**src/rtl/serial_reg_bridge.sv**
```systemverilog
`timescale 1ns/1ps
// Byte-stream to register-bus bridge: one command byte (bit7 = write, [6:0] = address),
// optional data byte, read data returned on the device-to-host stream.
// Define SERIAL_REG_BRIDGE_ECHO_EN to also return each written byte to the host.
module serial_reg_bridge #(
    parameter int unsigned RD_LATENCY = 1,
    parameter int unsigned TIMEOUT    = 4800
) (
    input  logic       i_clk,
    input  logic       i_rst_n,
    input  logic       i_hostToDev_valid,
    output logic       o_hostToDev_ready,
    input  logic [7:0] i_hostToDev_data,
    input  logic       i_devToHost_ready,
    output logic       o_devToHost_valid,
    output logic [7:0] o_devToHost_data,
    output logic [6:0] o_regAddr,
    output logic       o_regWrEn,
    output logic [7:0] o_regWrData,
    output logic       o_regRdEn,
    input  logic [7:0] i_regRdData
);

    localparam int unsigned ToW = (TIMEOUT == 0) ? 1 : $clog2(TIMEOUT + 1);
    localparam logic [ToW-1:0] ToMax = ToW'(TIMEOUT);
    localparam logic [2:0] LatLast = 3'(RD_LATENCY);

    typedef enum logic [1:0] {StIdle, StWrData, StRdWait, StResp} state_t;

    state_t         state;
    logic [ToW-1:0] toCnt;
    logic [2:0]     latCnt;
    logic           hostFire;

    assign hostFire = i_hostToDev_valid && o_hostToDev_ready;

    always_ff @(posedge i_clk or negedge i_rst_n) begin
        if (!i_rst_n) begin
            state             <= StIdle;
            toCnt             <= '0;
            latCnt            <= '0;
            o_hostToDev_ready <= 1'b1;
            o_devToHost_valid <= 1'b0;
            o_devToHost_data  <= '0;
            o_regAddr         <= '0;
            o_regWrEn         <= 1'b0;
            o_regWrData       <= '0;
            o_regRdEn         <= 1'b0;
        end else begin
            o_regWrEn <= 1'b0;
            o_regRdEn <= 1'b0;
            unique case (state)
                StIdle: begin
                    if (hostFire) begin
                        o_regAddr <= i_hostToDev_data[6:0];
                        if (i_hostToDev_data[7]) begin
                            state <= StWrData;
                            toCnt <= '0;
                        end else begin
                            state             <= StRdWait;
                            latCnt            <= '0;
                            o_regRdEn         <= 1'b1;
                            o_hostToDev_ready <= 1'b0;
                        end
                    end
                end
                StWrData: begin
                    // A data byte arriving in the timeout cycle still wins.
                    if (hostFire) begin
                        o_regWrEn   <= 1'b1;
                        o_regWrData <= i_hostToDev_data;
`ifdef SERIAL_REG_BRIDGE_ECHO_EN
                        state             <= StResp;
                        o_devToHost_data  <= i_hostToDev_data;
                        o_hostToDev_ready <= 1'b0;
`else
                        state <= StIdle;
`endif
                    end else if ((TIMEOUT != 0) && (toCnt == ToMax)) begin
                        state <= StIdle;
                    end else if (toCnt != ToMax) begin
                        toCnt <= toCnt + 1'b1;
                    end
                end
                StRdWait: begin
                    if (latCnt == LatLast) begin
                        o_devToHost_data  <= i_regRdData;
                        o_devToHost_valid <= 1'b1;
                        state             <= StResp;
                    end else begin
                        latCnt <= latCnt + 1'b1;
                    end
                end
                StResp: begin
                    // Echo responses enter with valid low so the byte lands after the strobe.
                    if (!o_devToHost_valid) begin
                        o_devToHost_valid <= 1'b1;
                    end else if (i_devToHost_ready) begin
                        o_devToHost_valid <= 1'b0;
                        o_hostToDev_ready <= 1'b1;
                        state             <= StIdle;
                    end
                end
                default: begin
                    state             <= StIdle;
                    o_hostToDev_ready <= 1'b1;
                    o_devToHost_valid <= 1'b0;
                end
            endcase
        end
    end

endmodule

```
**config.mk**
```make
export PLATFORM = sky130hd
export DESIGN_NAME = serial_reg_bridge
export DESIGN_NICKNAME = d
export VERILOG_FILES = /design/src/rtl/serial_reg_bridge.sv
export SDC_FILE = /design/constraint.sdc
export NUM_CORES = 1
export LEC_CHECK = 0
export ABC_AREA = 1
export CAP_MARGIN = 20
export CELL_PAD_IN_SITES_DETAIL_PLACEMENT = 0
export CELL_PAD_IN_SITES_GLOBAL_PLACEMENT = 1
export CORE_MARGIN = 1.5
export CORE_UTILIZATION = 35
export CTS_BUF_LIST = sky130_fd_sc_hd__clkbuf_8
export CTS_CLUSTER_DIAMETER = 200
export DETAILED_ROUTE_END_ITERATION = 10
export PLACE_DENSITY = 0.73
export SLEW_MARGIN = 20
export SYNTH_ARGS = -nofsm -noshare
export SYNTH_HDL_FRONTEND = slang
export SYNTH_SLANG_ARGS = --single-unit
```
**constraint.sdc**
```tcl
create_clock -name i_clk -period 1.8 [get_ports i_clk]
set_clock_uncertainty 0.1 [all_clocks]
set_input_delay 0.18 -clock i_clk [delete_from_list [all_inputs] [get_ports i_clk]]
set_output_delay 0.18 -clock i_clk [all_outputs]
set_load 0.01 [all_outputs]
```
==> results.md, run 1 <==
- HP Class: in2reg
- Die W: just over 80 microns
- Die Span Y: 82.7 microns
- Vias per std cell: between 4 and 5
- Largest family of logic cells by synthesized area: simple AND/OR/NAND/NOR gates
- RD Place Congestion: between 0.8 and 0.9
- Antenna cell count: 0
- Worst skew pair latency: around 0.3 ns
- H-Tree Depth: 2
- Synthesized area per cell: about 8 sq um
- VDD IR max: approximately 0.00079 V
- Pin count of the biggest net entering global routing: between 40 and 50
- WL final: about 5100 microns
- FP Rows: 28
- Area post-placement: 0.00278 sq mm
- Post-synth cell types: 23
- Crit start category: flop
- XOR/XNOR Fraction of Synth Area: 0.0157
- CP max stage cell: dfstp_2
- Slew Limit Fails: 0
- Synth Warn #: 0
- Drt wl/cell: approximately 13 microns
- TNS Setup: 0 ns
- CTS tree: built
- Gate power share: 0.449
- Layout cell share with drive strength beyond 1: 0.0904
- Syn Inst Count: roughly 280
- P_sw: 0.00151 W
- First-pass iteration count of the detailed router: 4
- Synth-to-Final Area Change: 29.5%
- Worst-path maximum fanout: 4
- Number of setup violations in the final report: 0
- Clock Tree Buf Depth: 2
- Delay-heaviest family, CP: flip-flops
- WP data arrival: 1.40 ns
- DR vias: around 1900
- Placed wire-length estimate: 3730 microns
- R2R depth: 10
- Synth Area in Simple Gates: 0.276
- Hold EP: o_regAddr[3]
- FF-to-FF End: toCnt[11]
- Crit-path cells: clkdlybuf4s50_1
- Max Cap Violations: 0
- Synthesized cell area: 0.00223 sq mm
- Ports: between 40 and 50
- Core area: 0.00603 sq mm
- Worst Max-Slew Pin Slew: between 0.5 and 0.6 ns
- Worst path max stage delay: between 0.5 and 0.6 ns
- Mux cell area share after synthesis: 0.0405
- Antenna viol nets, final: 0
- Number of port buffers: 46
- Switch share: 0.375
- Status: finished, final reports clean
- Vias in the first global route: 1803
- Initial antenna violation count: 0
- Endpoints failing hold: 0
- TritonCTS Buffers: 5
- WS Path Type: reg2out
- Synthesized flop and latch total: between 40 and 50
- Reg-to-reg slack, setup: about 0.19 ns
- Required time worst endpoint: approximately 1.5 ns
- First-pass GRT wire length: around 8200 microns
- Starting Density: 0.369
- Tmin final: ~1.7 ns
- # fillers: about 620
- Max Clk Rate: roughly 600 MHz
- Hold_sp: i_hostToDev_data[3]
- Adder-cell share of the synthesized area: 0.0225
- Post-Syn Nets: 300
- Die Area: between 0.006 and 0.007 sq mm
- Fin crit share: 0.932
- Crit path capture type: output pin
- # nets final: 355
- DRC: 0
- Root Buffer: clkbuf_8
- CP bufs+invs: 1
- Top cell type's share of synthesized area: 0.495
- Global route total overflow: 0
- Setup bufs post-CTS: 0
- RSZ-0062 raised after global routing: false
- Iter 0 DRT Violations: 66
- Clk sinks: between 40 and 50
- Sequential share of the synthesized area: 0.506
- PD cells: approximately 1400 mW/mm^2
- RR Startpoint: toCnt[0]
- Dominant cell type by area after synthesis: dfrtp_1
- Post-synthesis compound-gate area fraction: 0.0635
- Int Power: 0.00252 W
- Clock power share: 0.159
- Seq pwr share: 0.392
- Synth area leaders: dfrtp_1 49%, nand2_1 16%, inv_1 6.1%
- Headroom to the max-slew limit: 0.610
- WHS Path Cells: 3
- Design Area, Final: between 0.002 and 0.003 sq mm
- Overall Global Routing Usage: 0.162
- Leakage: about 1.4 nW
- Clock transition at path regs: roughly 0.09 ns
[cell families (layout without fill, tap and decap cells)]
logic type      count (synthesis)  after routing
fa+ha+maj                       4              4
buf+inv                        40             96
xor+xnor                        4              4
compound gates                 27             27
flops                          45             45
mux                             8              8
simple gates                  148            148
[synth_stat cells, drive strengths merged]
library cell,count
inv,36
nor3,1
nand3b,1
xor2,2
o31ai,1
dfstp,1
buf,4
nand4,1
a21oi,2
nand2,99
dfrtp,44
o21ai,24
xnor2,2
ha,4
nor3b,1
nor2,27
mux2,8
nand3,18
[routing by layer]
layer,wire [microns],global-route usage
met5,0,0
met4,68,0.0550
met3,217,0.0440
met2,2350,0.259
met1,2500,0.211
[through the flow]
step / setup WS (ns) / power (W) / hold WS [ns] / cells / utilization
after detailed placement: 0.107 / 0.00343 / 0.212 / 398 / 0.461
after CTS: 0.0951 / 0.00411 / 0.330 / 407 / 0.478
final: 0.122 / 0.00404 / 0.345 / 407 / 0.478
after floorplan: 0.291 / 0.00257 / -0.216 / 276 / -
after global routing: 0.0221 / 0.00436 / 0.367 / 407 / 0.478
after global placement: 0.116 / 0.00342 / 0.210 / 398 / 0.461
[power by group through the flow]
stage | logic [W] | registers, W | clock network [W]
after floorplan | 0.000864 | 0.00171 | 0
after global placement | 0.00182 | 0.00160 | 0
after detailed placement | 0.00184 | 0.00159 | 0
after CTS | 0.00185 | 0.00159 | 0.000680
after global routing | 0.00201 | 0.00164 | 0.000706
final | 0.00181 | 0.00158 | 0.000641
[cells in the final DEF (no fill, tap or decap), types with 2 or more instances in the layout]
cell type,synthesis,layout
clkbuf_8,0,5
nor2_1,26,26
nand2_2,3,3
nand2_1,94,94
nand3_1,18,18
xor2_1,2,2
a21oi_1,2,2
nand2_4,2,2
clkinv_4,0,2
clkdlybuf4s50_1,0,45
xnor2_1,2,2
ha_1,4,4
o21ai_0,23,23
dfrtp_1,44,44
mux2_2,8,8
buf_4,0,5
inv_1,36,36
[area by class of cell]
cell class | count | area, sq um | area share
inverters | 36 | 135 | 0.0469
clock buffers | 5 | 68.8 | 0.0239
repair buffers | 52 | 503 | 0.175
well taps | 75 | 93.8 | 0.0326
clock inverters | 3 | 22.5 | 0.00782
flip-flops and latches | 45 | 1130 | 0.391
multi-input cells | 191 | 931 | 0.323
[state kept, by name, indices dropped and copies added, names as in the netlist]
signal,count
latCnt,3
o_regWrData,8
o_regRdEn,1
o_regWrEn,1
o_devToHost_valid,1
o_regAddr,7
state,2
o_hostToDev_ready,1
toCnt,13
o_devToHost_data,8
[how the worst max path moves through the flow]
stage,startpoint,end,slack [ns],cells past startpoint
after floorplan,o_hostToDev_ready,toCnt[7],0.29,6
after global placement,i_hostToDev_valid,o_regAddr[4],0.12,6
after detailed placement,i_hostToDev_valid,toCnt[6],0.11,9
after CTS,o_hostToDev_ready,o_hostToDev_ready,0.1,1
after global routing,toCnt[0],toCnt[11],0.02,10
final,o_hostToDev_ready,o_hostToDev_ready,0.12,1
[what timing repair did]
| action | CTS | global route |
|---|---|---|
| hold buffers | 1 | 0 |
| gates resized for setup | 0 | 0 |
| endpoints found under the hold margin | 44 | 0 |
Power figures use the tool's default switching activity.
==> inputs of run 2 (changes only) <==
Settings changed: ABC_AREA 1 to unset, PLACE_DENSITY 0.73 to 0.69.
==> results.md, run 2 <==
- Status: finished, final reports clean
- RD Place Congestion: 0.793 (-2.8%)
- Max FFs per register: 13 (unchanged)
- Synth-to-Final Area Change: 46.9%
- Synth area leaders: dfrtp_1 50%, mux2_2 12%, nand3_1 2.5%
- Headroom to the max-slew limit: 0.754 (+0.144)
- Iter 0 DRT Violations: 104 (+58%)
- Dominant cell type by area after synthesis: dfrtp_1
- Commonest non-fill, non-tap cell in the layout: clkdlybuf4s50_1
- Slew Limit Fails: 0 (unchanged)
- Required time worst endpoint: 1.94 ns (+0.42 ns)
- WS Path Type: reg2reg
- Vias per std cell: 4.92 (+7.4%)
- Most frequent cells in the layout: 45 x clkdlybuf4s50_1, 43 x dfrtp_1, 23 x mux2_2, 22 x buf_4
- Post-synth cell types: 49 (+110%)
- Worst skew pair latency: 0.29 ns (about the same)
- Top cell type's share of synthesized area: 0.504 (+0.00935)
- Min setup slack post-route: 0.0124 ns (-0.110 ns)
- Worst Max-Slew Pin Slew: 0.368 ns (-0.218 ns)
- Endpoints failing hold: 0 (unchanged)
- FF-to-FF End: toCnt[7]
- Sequential share of the synthesized area: 0.516 (+0.00957)
- Clock power share: 0.168 (+0.009)
- Top flop regs: toCnt: 13 flops, o_devToHost_data: 8 flops, o_regWrData: 8 flops
- Reg-to-reg slack, setup: 0.01 ns (-0.18 ns)
- Max Clk Rate: 559 MHz (-6.2%)
- Pin count of the biggest net entering global routing: 46 (unchanged)
- Seq pwr share: 0.348 (-0.044)
- Crit start category: flop
- R2R depth: 7 (-3)
- TNS Setup: 0 ns (unchanged)
- DRC: 0 (unchanged)
- Number of setup violations in the final report: 0 (unchanged)
- First-pass GRT wire length: 8090 microns (-1.9%)
- Layout cell share with drive strength beyond 1: 0.342 (+0.252)
- Number of port buffers: 46 (unchanged)
- Most flops, register: toCnt
- Ports: 47 (unchanged)
- Die Span Y: 82.0 microns (-0.89%)
- Synthesized area per cell: 11.7 sq um (+45%)
- WP data arrival: 1.92 ns (+0.52 ns)
- P_sw: 0.00149 W (-1.9%)
- Clock transition at path regs: 0.09 ns (about the same)
- Post-synth top cells: 44 x dfrtp_1, 23 x mux2_2, 12 x nand2_1
- PD cells: 1430 mW/mm^2 (+2.4%)
- Gate power share: 0.485 (+0.036)
- Worst-path maximum fanout: 4 (unchanged)
- Synthesized flop and latch total: 45 (unchanged)
- Tmin final: 1.79 ns (+0.110 ns)
- Placed wire-length estimate: 3530 microns (-5.3%)
- Vias in the first global route: 1575 (-13%)
- Die Area: 0.00672 sq mm (-1.8%)
- Area occupied by multi-input gates: 0.00104 sq mm (+12%)
- Clk sinks: 45 (unchanged)
- Starting Density: 0.365 (-0.00473)
- Root Buffer: clkbuf_8
- Crit path capture type: flop
- # nets final: 292 (-18%)
- Core area: 0.00599 sq mm (-0.58%)
- Initial antenna violation count: 0 (unchanged)
- Post-synth EDFFs: 0 (unchanged)
- Antenna viol nets, final: 0 (unchanged)
- DR vias: 1691 (-9.2%)
- Synthesized cell area: 0.00218 sq mm (-1.9%)
- Global route total overflow: 0 (unchanged)
- CTS tree: built
- RR Startpoint: toCnt[1]
- Max Cap Violations: 0 (unchanged)
- Syn Inst Count: 187 (-32%)
- Leakage: 1.39 nW (-2.3%)
- FP Rows: 28 (unchanged)
- H-Tree Depth: 2 (unchanged)
- Clock Tree Buf Depth: 2 (unchanged)
- Int Power: 0.00311 W (+24%)
- Switch share: 0.323 (-0.0523)
- Synth Warn #: 0 (unchanged)
- Overall Global Routing Usage: 0.161 (-0.00110)
- Post-synth ARST share: 1.00 (unchanged)
- WL final: 5010 microns (-2.5%)
- Drt wl/cell: 14.6 microns (+15%)
- VDD IR max: 0.000706 V (-11%)
- Fin crit share: 0.993 (+0.0611)
- DP Worst Slack: -0.0390 ns (-0.146 ns)
- HP Class: in2async
- Antenna cell count: 0 (unchanged)
- First-pass iteration count of the detailed router: 4 (unchanged)
- Most instantiated library cell after synthesis: dfrtp_1
- FF+latch area: 0.00113 sq mm (+0.11%)
- # fillers: 536 (-14%)
- RSZ-0062 raised after global routing: true
- Post-Syn Nets: 211 (-30%)
- TritonCTS Buffers: 5 (unchanged)
- Die W: 82.0 microns (-0.89%)
- Main synth FF type: dfrtp_1
==> run 2: metal layers <==
layer | share of wire | global-route usage | up-vias
li1 | - | - | 849
met1 | 0.49 | 0.224 | 821
met2 | 0.48 | 0.249 | 19
met3 | 0.020 | 0.0333 | 2
met4 | 0.0082 | 0.0508 | 0
met5 | 0 | 0 | -
==> run 2: cell type report <==
class | count | share of cell area
repair buffers | 79 | 0.245
flip-flops and latches | 45 | 0.352
clock buffers | 5 | 0.0214
multi-input cells | 126 | 0.326
well taps | 75 | 0.0292
clock inverters | 3 | 0.0144
inverters | 11 | 0.0129
==> run 2: power by group through the flow <==
stage | combinational, W | sequential (W) | clock [W]
6_report | 0.00223 | 0.00160 | 0.000772
5_1_grt | 0.00243 | 0.00165 | 0.000844
4_1_cts | 0.00195 | 0.00160 | 0.000809
3_5_place_dp | 0.00192 | 0.00162 | 0
3_3_place_gp | 0.00191 | 0.00161 | 0
2_1_floorplan | 0.000862 | 0.00170 | 0
==> run 2: critical path, stage by stage (launching register included) <==
cell and delay [ns]:
dfrtp_1 0.39, inv_2 0.06, ha_4 0.15, and4bb_2 0.26, a311oi_4 0.31, buf_4 0.19, clkbuf_16 0.13, a32o_1 0.14
==> run 2: cell families (layout without fill, tap and decap cells) <==
family,Yosys count,in the layout,synth area share
AOI/OAI and AO/OA,39,39,0.133
muxes,23,23,0.119
and+or+nand+nor,60,60,0.176
buffers and inverters,16,98,0.0338
adders and majority gates,4,4,0.0229
DFF,45,45,0.516
==> run 2: how the worst max path moves through the flow <==
| stage | start | to | slack [ns] | cells past startpoint |
|---|---|---|---|---|
| finish | toCnt[1] | toCnt[7] | 0.01 | 7 |
| floorplan | latCnt[1] | o_devToHost_data[0] | 0.02 | 5 |
| detailed placement | i_hostToDev_valid | toCnt[11] | -0.04 | 6 |
| CTS | toCnt[0] | toCnt[9] | 0.02 | 7 |
| global route | toCnt[0] | toCnt[7] | -0.08 | 7 |
| global placement | i_hostToDev_valid | toCnt[9] | -0.02 | 6 |
==> run 2: metrics by stage <==
step,hold WS [ns],cell area [sq um],power (W),utilization,std cells
finish,0.281,3210,0.00460,0.536,344
global route,0.305,3210,0.00493,0.536,344
CTS,0.286,3030,0.00436,0.505,332
detailed placement,0.0824,2890,0.00355,0.483,322
global placement,0.0806,2890,0.00352,0.483,322
floorplan,-0.216,2180,0.00256,-,187
==> run 2: repair_timing <==
item | CTS | global route
setup buffers | 1 | 12
endpoints found under the setup margin | 5 | 21
hold buffers | 1 | 0
gates resized for setup | 0 | 22
pin swaps | 0 | 8
gates cloned | 0 | 1
endpoints found under the hold margin | 44 | 0
==> inputs of run 3 (changes only) <==
Settings changed: REMOVE_ABC_BUFFERS set to 1.
==> results.md, run 3 (synthesized netlist as in run 2, its figures left out) <==
- Status: finished, final reports clean
- Antenna cell count: 0 (unchanged)
- CTS tree: built
- Worst Max-Slew Pin Slew: 0.582 ns (+0.215 ns)
- HP Class: in2reg
- Commonest non-fill, non-tap cell in the layout: clkdlybuf4s50_1
- Top flop regs: toCnt: 13 flops, o_devToHost_data: 8 flops, o_regWrData: 8 flops
- Initial antenna violation count: 0 (unchanged)
- Seq pwr share: 0.359 (+0.011)
- Leakage: 1.36 nW (-2.7%)
- Clock Tree Buf Depth: 2 (unchanged)
- Slew Limit Fails: 0 (unchanged)
- WS Path Type: reg2reg
- First-pass iteration count of the detailed router: 4 (unchanged)
- Die Area: 0.00672 sq mm (unchanged)
- WP data arrival: 1.87 ns (-0.05 ns)
- Vias in the first global route: 1643 (+4.3%)
- Synth-to-Final Area Change: 42.7%
- RSZ-0062 raised after global routing: true
- Ports: 47 (unchanged)
- DP Worst Slack: -0.00879 ns (+0.0302 ns)
- # fillers: 561 (+4.7%)
- Max Clk Rate: 562 MHz (+0.54%)
- Worst skew pair latency: 0.30 ns (about the same)
- Worst-path maximum fanout: 7 (+3)
- Fin crit share: 0.988 (-0.00530)
- Global route total overflow: 0 (unchanged)
- Max Cap Violations: 0 (unchanged)
- Root Buffer: clkbuf_8
- Worst path max stage delay: 0.40 ns (about the same)
- Headroom to the max-slew limit: 0.612 (-0.142)
- Int Power: 0.00301 W (-3.4%)
- Clk sinks: 45 (unchanged)
- VDD IR max: 0.000613 V (-13%)
- DR vias: 1739 (+2.8%)
- Core area: 0.00599 sq mm (unchanged)
- Antenna viol nets, final: 0 (unchanged)
- Die W: 82.0 microns (unchanged)
- First-pass GRT wire length: 8000 microns (-1.1%)
- Required time worst endpoint: 1.89 ns (-0.05 ns)
- Placed wire-length estimate: 3290 microns (-7.0%)
- Vias per std cell: 5.10 (+3.7%)
- DRC: 0 (unchanged)
- RD Place Congestion: 0.741 (-6.6%)
- Pin count of the biggest net entering global routing: 46 (unchanged)
- FP Rows: 28 (unchanged)
- Crit-path cells: inv_2 -> ha_4 -> and4bb_2 -> a311oi_4 -> buf_12 -> buf_4 -> buf_6 -> a22o_1
- Starting Density: 0.365 (unchanged)
- Final core utilization: 0.520 (-0.0155)
- P_sw: 0.00149 W (about the same)
- Switch share: 0.331 (+0.00754)
- Crit start category: flop
- Design Area, Final: 0.00312 sq mm (-2.9%)
- Clock transition at path regs: 0.10 ns (about the same)
- PD cells: 1440 mW/mm^2 (+0.59%)
- Layout cell share with drive strength beyond 1: 0.312 (-0.0300)
- Iter 0 DRT Violations: 126 (+21%)
- Most flops, register: toCnt
- Worst setup startpoint: toCnt[0]
- Number of setup violations in the final report: 0 (unchanged)
- Drt wl/cell: 14.6 microns (about the same)
- Die Span Y: 82.0 microns (unchanged)
- WL final: 4970 microns (-0.88%)
- H-Tree Depth: 2 (unchanged)
- Min setup slack post-route: 0.0219 ns (+0.00954 ns)
- Overall Global Routing Usage: 0.158 (-0.00284)
- CP max stage cell: dfrtp_1
- # nets final: 289 (-1.0%)
- Gate power share: 0.460 (-0.025)
- Hold_sp: i_regRdData[2]
- Clock power share: 0.181 (+0.013)
- TritonCTS Buffers: 5 (unchanged)
- Tmin final: 1.78 ns (-0.00954 ns)
- Max FFs per register: 13 (unchanged)
- Endpoints failing hold: 0 (unchanged)
- Crit path capture type: flop
- Area post-placement: 0.00286 sq mm (-1.1%)
- RR Startpoint: toCnt[0]
- Number of port buffers: 46 (unchanged)
- Most frequent cells in the layout: 45 x clkdlybuf4s50_1, 43 x dfrtp_1, 23 x mux2_2, 23 x buf_4, 12 x nand2_1
-- run 3: routing by layer --
metal	global-route usage	up-vias	wire, microns
met5	0	-	0
met4	0.0424	0	70
met3	0.0467	8	260
met2	0.241	44	2200
met1	0.218	853	2440
li1	-	834	-
-- run 3: stage by stage --
step	total power [W]	hold WS, ns	setup TNS, ns	std cells
after floorplan	0.00251	-0.216	0	182
after global placement	0.00349	0.209	0	321
after detailed placement	0.00351	0.216	-0.00879	321
after CTS	0.00434	0.376	0	330
after global routing	0.00482	0.380	-0.308	341
final	0.00450	0.381	0	341
-- run 3: worst paths after layout --
path	slack (ns)	to	depth (start not counted)
max	0.02	toCnt[2]	8
min	0.38	o_devToHost_data[2]	2
max reg2reg	0.02	toCnt[2]	8
min reg2reg	0.41	o_regAddr[5]	1
max in group asynchronous	0.80	toCnt[3]	3
min in group asynchronous	0.39	toCnt[5]	3
-- run 3: critical path: cells and delay by family, from the launching register on --
| kind | cells | cell delay [ns] |
|---|---|---|
| and+or+nand+nor | 1 | 0.27 |
| buffers and inverters | 4 | 0.49 |
| AOI/OAI and AO/OA | 2 | 0.29 |
| adders and majority gates | 1 | 0.12 |
| DFF | 1 | 0.40 |
-- run 3: repair_timing --
action / in CTS / in global routing
resized for setup: 0 / 15
hold endpoints to repair: 44 / 0
setup endpoints to repair: 0 / 13
setup buffers: 0 / 11
hold buffers: 1 / 0
-- run 3: power groups by stage --
stage          clock network (W)  registers (W)  logic (W)
2_1_floorplan                  0        0.00174   0.000767
5_1_grt                 0.000885        0.00167    0.00227
3_5_place_dp                   0        0.00164    0.00187
4_1_cts                 0.000838        0.00162    0.00189
3_3_place_gp                   0        0.00162    0.00186
6_report                0.000816        0.00161    0.00207
-- run 3: final cells by class --
cell class / count / area, sq um / area share
Clock buffer: 5 / 68.8 / 0.0221
Clock inverter: 3 / 47.5 / 0.0153
Inverter: 11 / 41.3 / 0.0132
Multi-Input combinational cell: 126 / 1010 / 0.325
Sequential cell: 45 / 1130 / 0.362
Tap cell: 75 / 93.8 / 0.0301
Timing Repair Buffer: 76 / 723 / 0.232
